<file path="config.mk">
export PLATFORM = sky130hd
export DESIGN_NAME = pu_sequencer
export DESIGN_NICKNAME = d
export VERILOG_FILES = /design/src/rtl/pu_sequencer.sv
export SDC_FILE = /design/constraint.sdc
export NUM_CORES = 1
export LEC_CHECK = 0
export ABC_AREA = 1
export BUFFER_PORTS_ARGS = -buffer_cell sky130_fd_sc_hd__buf_4
export CORE_MARGIN = 2
export CORE_UTILIZATION = 43
export CTS_BUF_LIST = sky130_fd_sc_hd__clkbuf_16
export DETAILED_ROUTE_END_ITERATION = 6
export PLACE_DENSITY_LB_ADDON = 0.3
export SLEW_MARGIN = 20
export SYNTH_ARGS = -nofsm -noshare
export SYNTH_HDL_FRONTEND = slang
export SYNTH_SLANG_ARGS = --single-unit
export TNS_END_PERCENT = 5
</file>
<file path="constraint.sdc">
create_clock -name clk -period 1.2 [get_ports clk]
set_clock_uncertainty 0.1 [all_clocks]
set_input_delay 0.06 -clock clk [delete_from_list [all_inputs] [get_ports clk]]
set_output_delay 0.06 -clock clk [all_outputs]
set_load 0.02 [all_outputs]
</file>
<file path="src/rtl/pu_sequencer.sv">
// pu_sequencer: issues one neuron per cycle to a fixed-latency PU, tracks each
// issue through a {valid, idx} pipe matching the PU latency, and registers every
// PU result with its neuron index. done pulses with the last result.
module pu_sequencer #(
  parameter int NUM_NEURONS = 4,
  parameter int IDX_W       = 2,
  parameter int PU_LAT      = 2
) (
  input  logic             clk,
  input  logic             rst,
  input  logic             start,
  input  logic             hold,
  input  logic [31:0]      pu_out,
  output logic [IDX_W-1:0] w_addr,
  output logic             issue_valid,
  output logic             res_valid,
  output logic [IDX_W-1:0] res_idx,
  output logic [31:0]      res_data,
  output logic             busy,
  output logic             done
);

  typedef enum logic [1:0] {
    IDLE  = 2'd0,
    ISSUE = 2'd1,
    DRAIN = 2'd2
  } state_e;

  localparam logic [IDX_W-1:0] LAST_IDX = IDX_W'(NUM_NEURONS - 1);

  state_e                         state_q, state_d;
  logic [IDX_W-1:0]               cnt_q, cnt_d;
  logic [PU_LAT-1:0]              pipe_vld_q, pipe_vld_d;
  logic [PU_LAT-1:0][IDX_W-1:0]   pipe_idx_q, pipe_idx_d;
  logic                           res_valid_q, res_valid_d;
  logic [IDX_W-1:0]               res_idx_q, res_idx_d;
  logic [31:0]                    res_data_q, res_data_d;
  logic                           busy_q, busy_d;
  logic                           done_q, done_d;
  logic                           tail_vld_s;
  logic [IDX_W-1:0]               tail_idx_s;

  assign tail_vld_s = pipe_vld_q[PU_LAT-1];
  assign tail_idx_s = pipe_idx_q[PU_LAT-1];

  // Next-state, issue counter and combinational issue strobe.
  always_comb begin
    state_d     = state_q;
    cnt_d       = cnt_q;
    issue_valid = 1'b0;
    case (state_q)
      IDLE: begin
        if (start) begin
          state_d = ISSUE;
          cnt_d   = {IDX_W{1'b0}};
        end else begin
          state_d = IDLE;
        end
      end
      ISSUE: begin
        issue_valid = !hold;
        if (!hold) begin
          if (cnt_q == LAST_IDX) begin
            // Last neuron issued: park the counter at 0 and wait for results.
            state_d = DRAIN;
            cnt_d   = {IDX_W{1'b0}};
          end else begin
            cnt_d = cnt_q + IDX_W'(1);
          end
        end else begin
          cnt_d = cnt_q;
        end
      end
      DRAIN: begin
        // Leave only after the final result has been presented for a cycle.
        if (done_q) begin
          state_d = IDLE;
        end else begin
          state_d = DRAIN;
        end
      end
      default: begin
        state_d = IDLE;
        cnt_d   = {IDX_W{1'b0}};
      end
    endcase
  end

  // Tracking pipe shift and result capture from the pipe tail.
  always_comb begin
    pipe_vld_d    = pipe_vld_q;
    pipe_idx_d    = pipe_idx_q;
    pipe_vld_d[0] = issue_valid;
    pipe_idx_d[0] = cnt_q;
    for (int i = 1; i < PU_LAT; i++) begin
      pipe_vld_d[i] = pipe_vld_q[i-1];
      pipe_idx_d[i] = pipe_idx_q[i-1];
    end
    res_valid_d = tail_vld_s;
    if (tail_vld_s) begin
      res_data_d = pu_out;
      res_idx_d  = tail_idx_s;
    end else begin
      res_data_d = res_data_q;
      res_idx_d  = res_idx_q;
    end
    done_d = tail_vld_s && (tail_idx_s == LAST_IDX) && (state_q == DRAIN);
    busy_d = (state_d != IDLE) || done_d;
  end

  // State and datapath registers; reset discards all in-flight work.
  always_ff @(posedge clk or negedge rst) begin
    if (!rst) begin
      state_q     <= IDLE;
      cnt_q       <= {IDX_W{1'b0}};
      pipe_vld_q  <= {PU_LAT{1'b0}};
      pipe_idx_q  <= '0;
      res_valid_q <= 1'b0;
      res_idx_q   <= {IDX_W{1'b0}};
      res_data_q  <= 32'h0000_0000;
      busy_q      <= 1'b0;
      done_q      <= 1'b0;
    end else begin
      state_q     <= state_d;
      cnt_q       <= cnt_d;
      pipe_vld_q  <= pipe_vld_d;
      pipe_idx_q  <= pipe_idx_d;
      res_valid_q <= res_valid_d;
      res_idx_q   <= res_idx_d;
      res_data_q  <= res_data_d;
      busy_q      <= busy_d;
      done_q      <= done_d;
    end
  end

  assign w_addr    = cnt_q;
  assign res_valid = res_valid_q;
  assign res_idx   = res_idx_q;
  assign res_data  = res_data_q;
  assign busy      = busy_q;
  assign done      = done_q;

endmodule

</file>
; Word-level counts from Yosys, hierarchy flattened
; Index checks and enable logic that the tools add are counted.
[word_totals]
register_bits = 47
latch_bits = 0
ramBits = 0
rom_bits = 0
in_bits = 36
output_inout_bits = 40
wordCells = 35
n_memories = 0
[op_classes]
addsub = 1
mul = 0
div_mod_pow = 0
n_lt_le_gt_ge = 0
n_eq_ne = 6
shift = 0
muxes = 10
bitwise = 1
n_reduce_logical = 7
[ops]
columns = operator, count
row1 = 2-bit 2-to-1 mux, 6
row2 = 2-bit case mux with 3 select lines, 2
row3 = "2-bit equality test, second input constant", 3
row4 = "2-bit inequality test, second input constant", 2
row5 = 3-bit AND reduction, 1
row6 = "2-bit by 1-bit adder with 2-bit output, second input constant", 1
row7 = "2-bit by 1-bit equality test with 1-bit output, second input constant", 1
row8 = 1-bit logical AND, 2
row9 = 2-bit zero test, 1
row10 = 1-bit 2-to-1 mux, 2
row11 = 2-bit nonzero test, 1
row12 = 1-bit zero test, 1
row13 = 1-bit logical OR, 1
row14 = 1-bit NOT, 1

; Longest topological paths before layout
; Gate-level depths: netlist of run 1.
[depth]
word_depth = 6
mapped_depth = 6
depth_no_buf = 6

; Worst setup path before layout of run 1
; Ideal clock, no wire load.
[synth_timing]
kind = register to register
from = register pipe_vld_q[1]
to = register res_data_q[0] (netlist: res_data[0])
setup_ps = 125
arrival_time_ps = 932
t_required_ps = 975
slack_ps = 43
stages_incl_launch_ff = 4
n_path_buf = 2
path_cell_list = dfrtp_1 > buf_6 > buf_12 > mux2_4
[synth_lines]
columns = item, line
row1 = from (decl), 33  ; logic [PU_LAT-1:0] pipe_vld_q, pipe_vld_d;
row2 = from (signal assigned), 116  ; pipe_vld_q <= {PU_LAT{1'b0}};
row3 = from (signal assigned), 126  ; pipe_vld_q <= pipe_vld_d;
row4 = to (signal assigned), 130  ; res_data_q <= res_data_d;
row5 = to (decl), 37  ; logic [31:0] res_data_q, res_data_d;
; No word-level cell between the ends.

; Final worst setup path of run 1
[layout_timing]
from = register state_q[1]
to = output port issue_valid
[layout_via]
elab_chain_cells = 2
[layout_rtl]
columns = item, line
row1 = from (decl), 31  ; state_e state_q, state_d;
row2 = from (signal assigned), 124  ; state_q <= state_d;
row3 = 2-bit by 1-bit equality test with 1-bit output, 51  ; case (state_q)
row4 = 1-bit 2-to-1 mux, 51
row5 = to (decl), 15  ; output logic issue_valid,
; Every way passes these cells.

==> results of run 1 <==
## what timing repair did
action	in CTS	in global routing
pin swaps	1	1
hold buffers	33	0
setup endpoints to repair	1	5
buffers inserted	4	1
hold endpoints to repair	80	0
gates resized for setup	6	4
## path summary, 6_finish.rpt
kind,depth (start not counted),slack (ns),endpoint,from
worst max-delay path,4,-0.02,issue_valid,state_q[1]
worst max register to register,2,0.04,res_data[31],pipe_vld_q[1]
max in group asynchronous,2,0.34,pipe_vld_q[1],rst
worst min-delay path,3,0.02,state_q[0],start
worst min register to register,0,0.25,pipe_vld_q[1],pipe_vld_q[0]
min in group asynchronous,2,0.24,res_valid,rst
## sequential cells by signal (all words and copies together), names as in the netlist
name / flops
busy: 1
done: 1
pipe_idx_d: 2
pipe_vld_q: 2
res_data: 32
res_idx: 2
res_valid: 1
state_q: 2
tail_idx_s: 2
w_addr: 2
## per-layer routing
metal,track usage,share of wire,wire length (um),vias to the layer above
met5,0,0,0,-
li1,-,-,-,630
met3,0.03608,0.050,213,6
met1,0.2281,0.40,1700,664
met4,0.04487,0.012,53,0
met2,0.3124,0.54,2296,43
## cells in the mapped netlist, drive strengths merged
| master | count |
|---|---|
| dfrtp | 47 |
| inv | 5 |
| nand2 | 11 |
| nor2 | 8 |
| nor3 | 1 |
| o21ai | 1 |
| ha | 1 |
| nand3 | 4 |
| mux2 | 34 |
| buf | 6 |
## report_power, final
part	internal, W	leakage, nW	switching (W)
registers	0.00230	0.560	0.000426
clock network	0.000752	0.0724	0.000518
logic	0.00202	0.907	0.00171
## worst reg2reg max path: stages, from the launching register on
cell,delay (ns)
dfrtp_2,0.43
buf_12,0.19
mux2_4,0.33
## per-stage QoR
stage               hold slack [ns]  setup TNS [ns]  setup slack (ns)  area (sq um)
finish                      0.01614        -0.01663          -0.01663          3034
global route                0.01995        -0.08510          -0.07609          3034
CTS                        -0.03934        -0.01285          -0.01285          3013
detailed placement         0.001395               0           0.02484          2496
global placement           -0.01406               0           0.04595          2496
floorplan                   -0.3356               0           0.04295          1891
## cell type report
class | count | area [sq um] | share of cell area
flip-flops and latches | 47 | 1177 | 0.3880
repair buffers | 118 | 1001 | 0.3299
multi-input cells | 60 | 634.4 | 0.2091
clock buffers | 5 | 125.1 | 0.04124
well taps | 52 | 65.06 | 0.02144
inverters | 5 | 18.77 | 0.006186
clock inverters | 3 | 12.51 | 0.004124
## cells by family after synthesis
logic type	count (synthesis)	synth area share
compound gates	1	0.002645
fa+ha+maj	1	0.006617
buf+inv	11	0.05559
flops	47	0.6221
mux	34	0.2621
simple gates	24	0.05096
==> reports/results.ini, run 1 <==
[global_route]
grt_start_max_net_pins=48
grt_pass1_vias=1435
grt_usage=0.1792
grt_pass1_wl_mm=6.913
antenna_found_initial=0
gr-total-overflow=0

[cells_and_area]
fin_nets=274
final_cell_mix=81 x buf_4, 46 x dfrtp_1, 33 x dlygate4sd3_1
instances_no_fill=290
fillers=269
utilization=0.7066
drive_gt1_frac=0.5504
area_delta_synth_final_pct=60.49
mostFrequentLayoutCell=buf_4
num_antenna_cells=0

[setup_path]
startpoint_type=flip-flop
path_class=reg2out
path_delay_family=flip-flops
crit_buf_inv=2
slowest_stage=dfrtp_1
crit_chain=inv_2 > nand2_4 > nor2_4 > buf_6
end_kind=primary output
arrival_ns=1.06
cp.required_ns=1.04
path_max_fanout=3
cp_slowest_stage_delay_ns=0.41

[floorplan]
core_area_sq_um=4294
ioPinCount=76
start_util=0.4403
row_count=24
die_h_um=70.31
die_area_sq_um=4943
die_w_um=70.31

[timing]
hold_violations=0
slew_headroom=0.6090
slew_violations=0
setup_viol=1
rsz0062_at_grt=true
finalCriticalPeriod_ns=1.217
tightest_slew_ns=0.5866
fmax_ghz=0.8219
fin_ws_ns=-0.01663
timing.final.crit_share=1.014

[power_and_ir_drop]
ir_worst_vdd_v=0.001521
p_leak_nw=1.539
power_w=0.007727
cellPowerDensity_nw_per_um2=2547

[routing]
initialDrtViolationCount=65
drc_errors=0
wl_per_cell_um=14.71
num_vias=1343
antenna_left=0
vias_per_cell=4.631
firstDrtPassIters=4
drt-total-wl_mm=4.265

[place]
numPlacedInstances=244
gp_congestion=0.8460
dpl.hpwl_mm=2.655
port_buffers=75

[cts]
htreeDepth=2
cts_tree=yes
cts_buffers=5
clk_pin_slew_ns=0.06
clock_path_buffers=2
clk-insertion-delay-late_ns=0.27
cts_root_buf=clkbuf_16
cts_sinks=47

[yosys]
synth-seq-area-share=0.6221
synth_seq_cells=47
syn-mean-instance-area_sq_um=16.02
synth_top_area_frac=0.6221
syn-cell-area_sq_um=1891
synthesis.instances=118
synth_area_leader_cell=dfrtp_1
synth.top_cells.by_area=dfrtp_1 62%, mux2_4 24%, buf_12 3.2%
yosysWarnings=0
synthesis.nets=155
yosysUniqueCellTypes=13

[worst_hold_path]
hp-class=in2reg

[flow_run]
maxCapViolCount=0

[run_status]
status=finished with violations
violations=setup timing

Power figures use the tool's default switching activity.
==> run 2: changes to the inputs <==
--- a/config.mk
+++ b/config.mk
@@ -7,9 +7,12 @@
 export LEC_CHECK = 0
 export ABC_AREA = 1
 export BUFFER_PORTS_ARGS = -buffer_cell sky130_fd_sc_hd__buf_4
+export CELL_PAD_IN_SITES_DETAIL_PLACEMENT = 1
+export CELL_PAD_IN_SITES_GLOBAL_PLACEMENT = 1
 export CORE_MARGIN = 2
-export CORE_UTILIZATION = 43
+export CORE_UTILIZATION = 34
 export CTS_BUF_LIST = sky130_fd_sc_hd__clkbuf_16
+export CTS_CLUSTER_DIAMETER = 200
 export DETAILED_ROUTE_END_ITERATION = 6
 export PLACE_DENSITY_LB_ADDON = 0.3
 export SLEW_MARGIN = 20
==> reports/results.ini, run 2 (synthesized netlist as in run 1, its figures left out) <==
[setup_path]
end_kind=flip-flop
path_class=reg2reg
path_max_fanout=3
arrival_ns=1.30
startpoint_type=flip-flop
cp.required_ns=1.27

[cts]
cts_buffers=5
clock_path_buffers=2
cts_sinks=47
clk_pin_slew_ns=0.06
cts_tree=yes
cts_root_buf=clkbuf_16
htreeDepth=2
clk-insertion-delay-late_ns=0.28

[flow_run]
maxCapViolCount=0

[global_route]
grt_start_max_net_pins=26
antenna_found_initial=0
grt_usage=0.1541
gr-total-overflow=0
grt_pass1_vias=1534
grt_pass1_wl_mm=7.431

[routing]
wl_per_cell_um=15.00
num_vias=1359
antenna_left=0
drc_errors=0
vias_per_cell=4.342
initialDrtViolationCount=38
drt-total-wl_mm=4.694
firstDrtPassIters=3

[floorplan]
die_w_um=78.57
row_count=27
die_h_um=78.57
die_area_sq_um=6173
ioPinCount=76
start_util=0.3476
core_area_sq_um=5439

[power_and_ir_drop]
ir_worst_vdd_v=0.001155
intPower_w=0.005290
clkPwrFrac=0.190
cellPowerDensity_nw_per_um2=2581
p_leak_nw=1.563
p_sw_w=0.002725
combPwrFrac=0.467
switching_share=0.3400
p_seq_frac=0.342

[cells_and_area]
multiInputGateArea_sq_um=631.9
drive_gt1_frac=0.5602
fin_nets=277
largest_reg_flops=32
mostFrequentLayoutCell=buf_4
area_delta_synth_final_pct=64.26
num_antenna_cells=0
ff_latch_area_sq_um=1177
final_cell_mix=84 x buf_4, 46 x dfrtp_1, 33 x dlygate4sd3_1
fillers=535
utilization=0.5710

[timing]
slew_headroom=0.7565
fin_setup_tns_ns=-0.06641
hold_violations=0
fin_ws_ns=-0.02759
fmax_ghz=0.8146
slew_violations=0
setup_viol=3
hold_ws_ns=0.009720
timing.final.crit_share=1.023
finalCriticalPeriod_ns=1.228
tightest_slew_ns=0.3614
rsz0062_at_grt=true

[place]
gp_congestion=0.7156
port_buffers=75
pre_cts_slack_ns=0.002659
dpl.hpwl_mm=3.194

[worst_hold_path]
hp-class=in2reg

[run_status]
status=finished with violations
violations=setup timing

[run 2: final timing paths]
path | depth (start not counted) | start | slack [ns] | to
setup / recovery | 4 | state_q[1] | -0.03 | w_addr[0]
min in group asynchronous | 2 | rst | 0.12 | res_data[5]
max in group asynchronous | 3 | rst | 0.45 | res_data[9]
hold / removal | 3 | start | 0.01 | state_q[0]
setup reg to reg | 4 | state_q[1] | -0.03 | w_addr[0]
hold reg to reg | 0 | pipe_idx_d[3] | 0.25 | tail_idx_s[1]
[run 2: routing by layer]
metal	routed length, um	GRT usage	vias up
li1	-	-	631
met1	1941	0.1827	676
met2	2473	0.2821	48
met3	255	0.03448	4
met4	23	0.03684	0
met5	0	0	-
[run 2: area by class of cell]
type	instances	share of cell area
Clock inverter	3	0.01249
Timing Repair Buffer	121	0.3296
Sequential cell	47	0.3791
Tap cell	72	0.02901
Multi-Input combinational cell	60	0.2035
Clock buffer	5	0.04029
Inverter	5	0.006044
[run 2: timing repair]
item,CTS,global route
endpoints found under the hold margin,79,0
hold buffers,33,0
resized for setup,6,3
cloned,0,0
pin swaps,1,3
buffers inserted,6,1
setup endpoints to repair,3,15
[run 2: worst max-delay path, cell delays in order (launching register included)]
cell and delay (ns):
dfrtp_1 0.41, o21ai_0 0.34, nand2_1 0.13, nand2_1 0.09, nand2_1 0.05
[run 2: per-stage QoR]
step / total power (W) / instance area [sq um] / instances
floorplan: 0.004891 / 1891 / 118
global placement: 0.006103 / 2529 / 265
detailed placement: 0.006280 / 2529 / 265
CTS: 0.008064 / 3087 / 312
global route: 0.008416 / 3105 / 313
finish: 0.008015 / 3105 / 313
[run 2: power groups by stage]
stage	Combinational (W)	Sequential, W	Clock (W)
after floorplan	0.00148	0.00341	0
after global placement	0.00341	0.00270	0
after detailed placement	0.00351	0.00277	0
after CTS	0.00374	0.00276	0.00157
after global routing	0.00395	0.00283	0.00163
final	0.00374	0.00275	0.00153
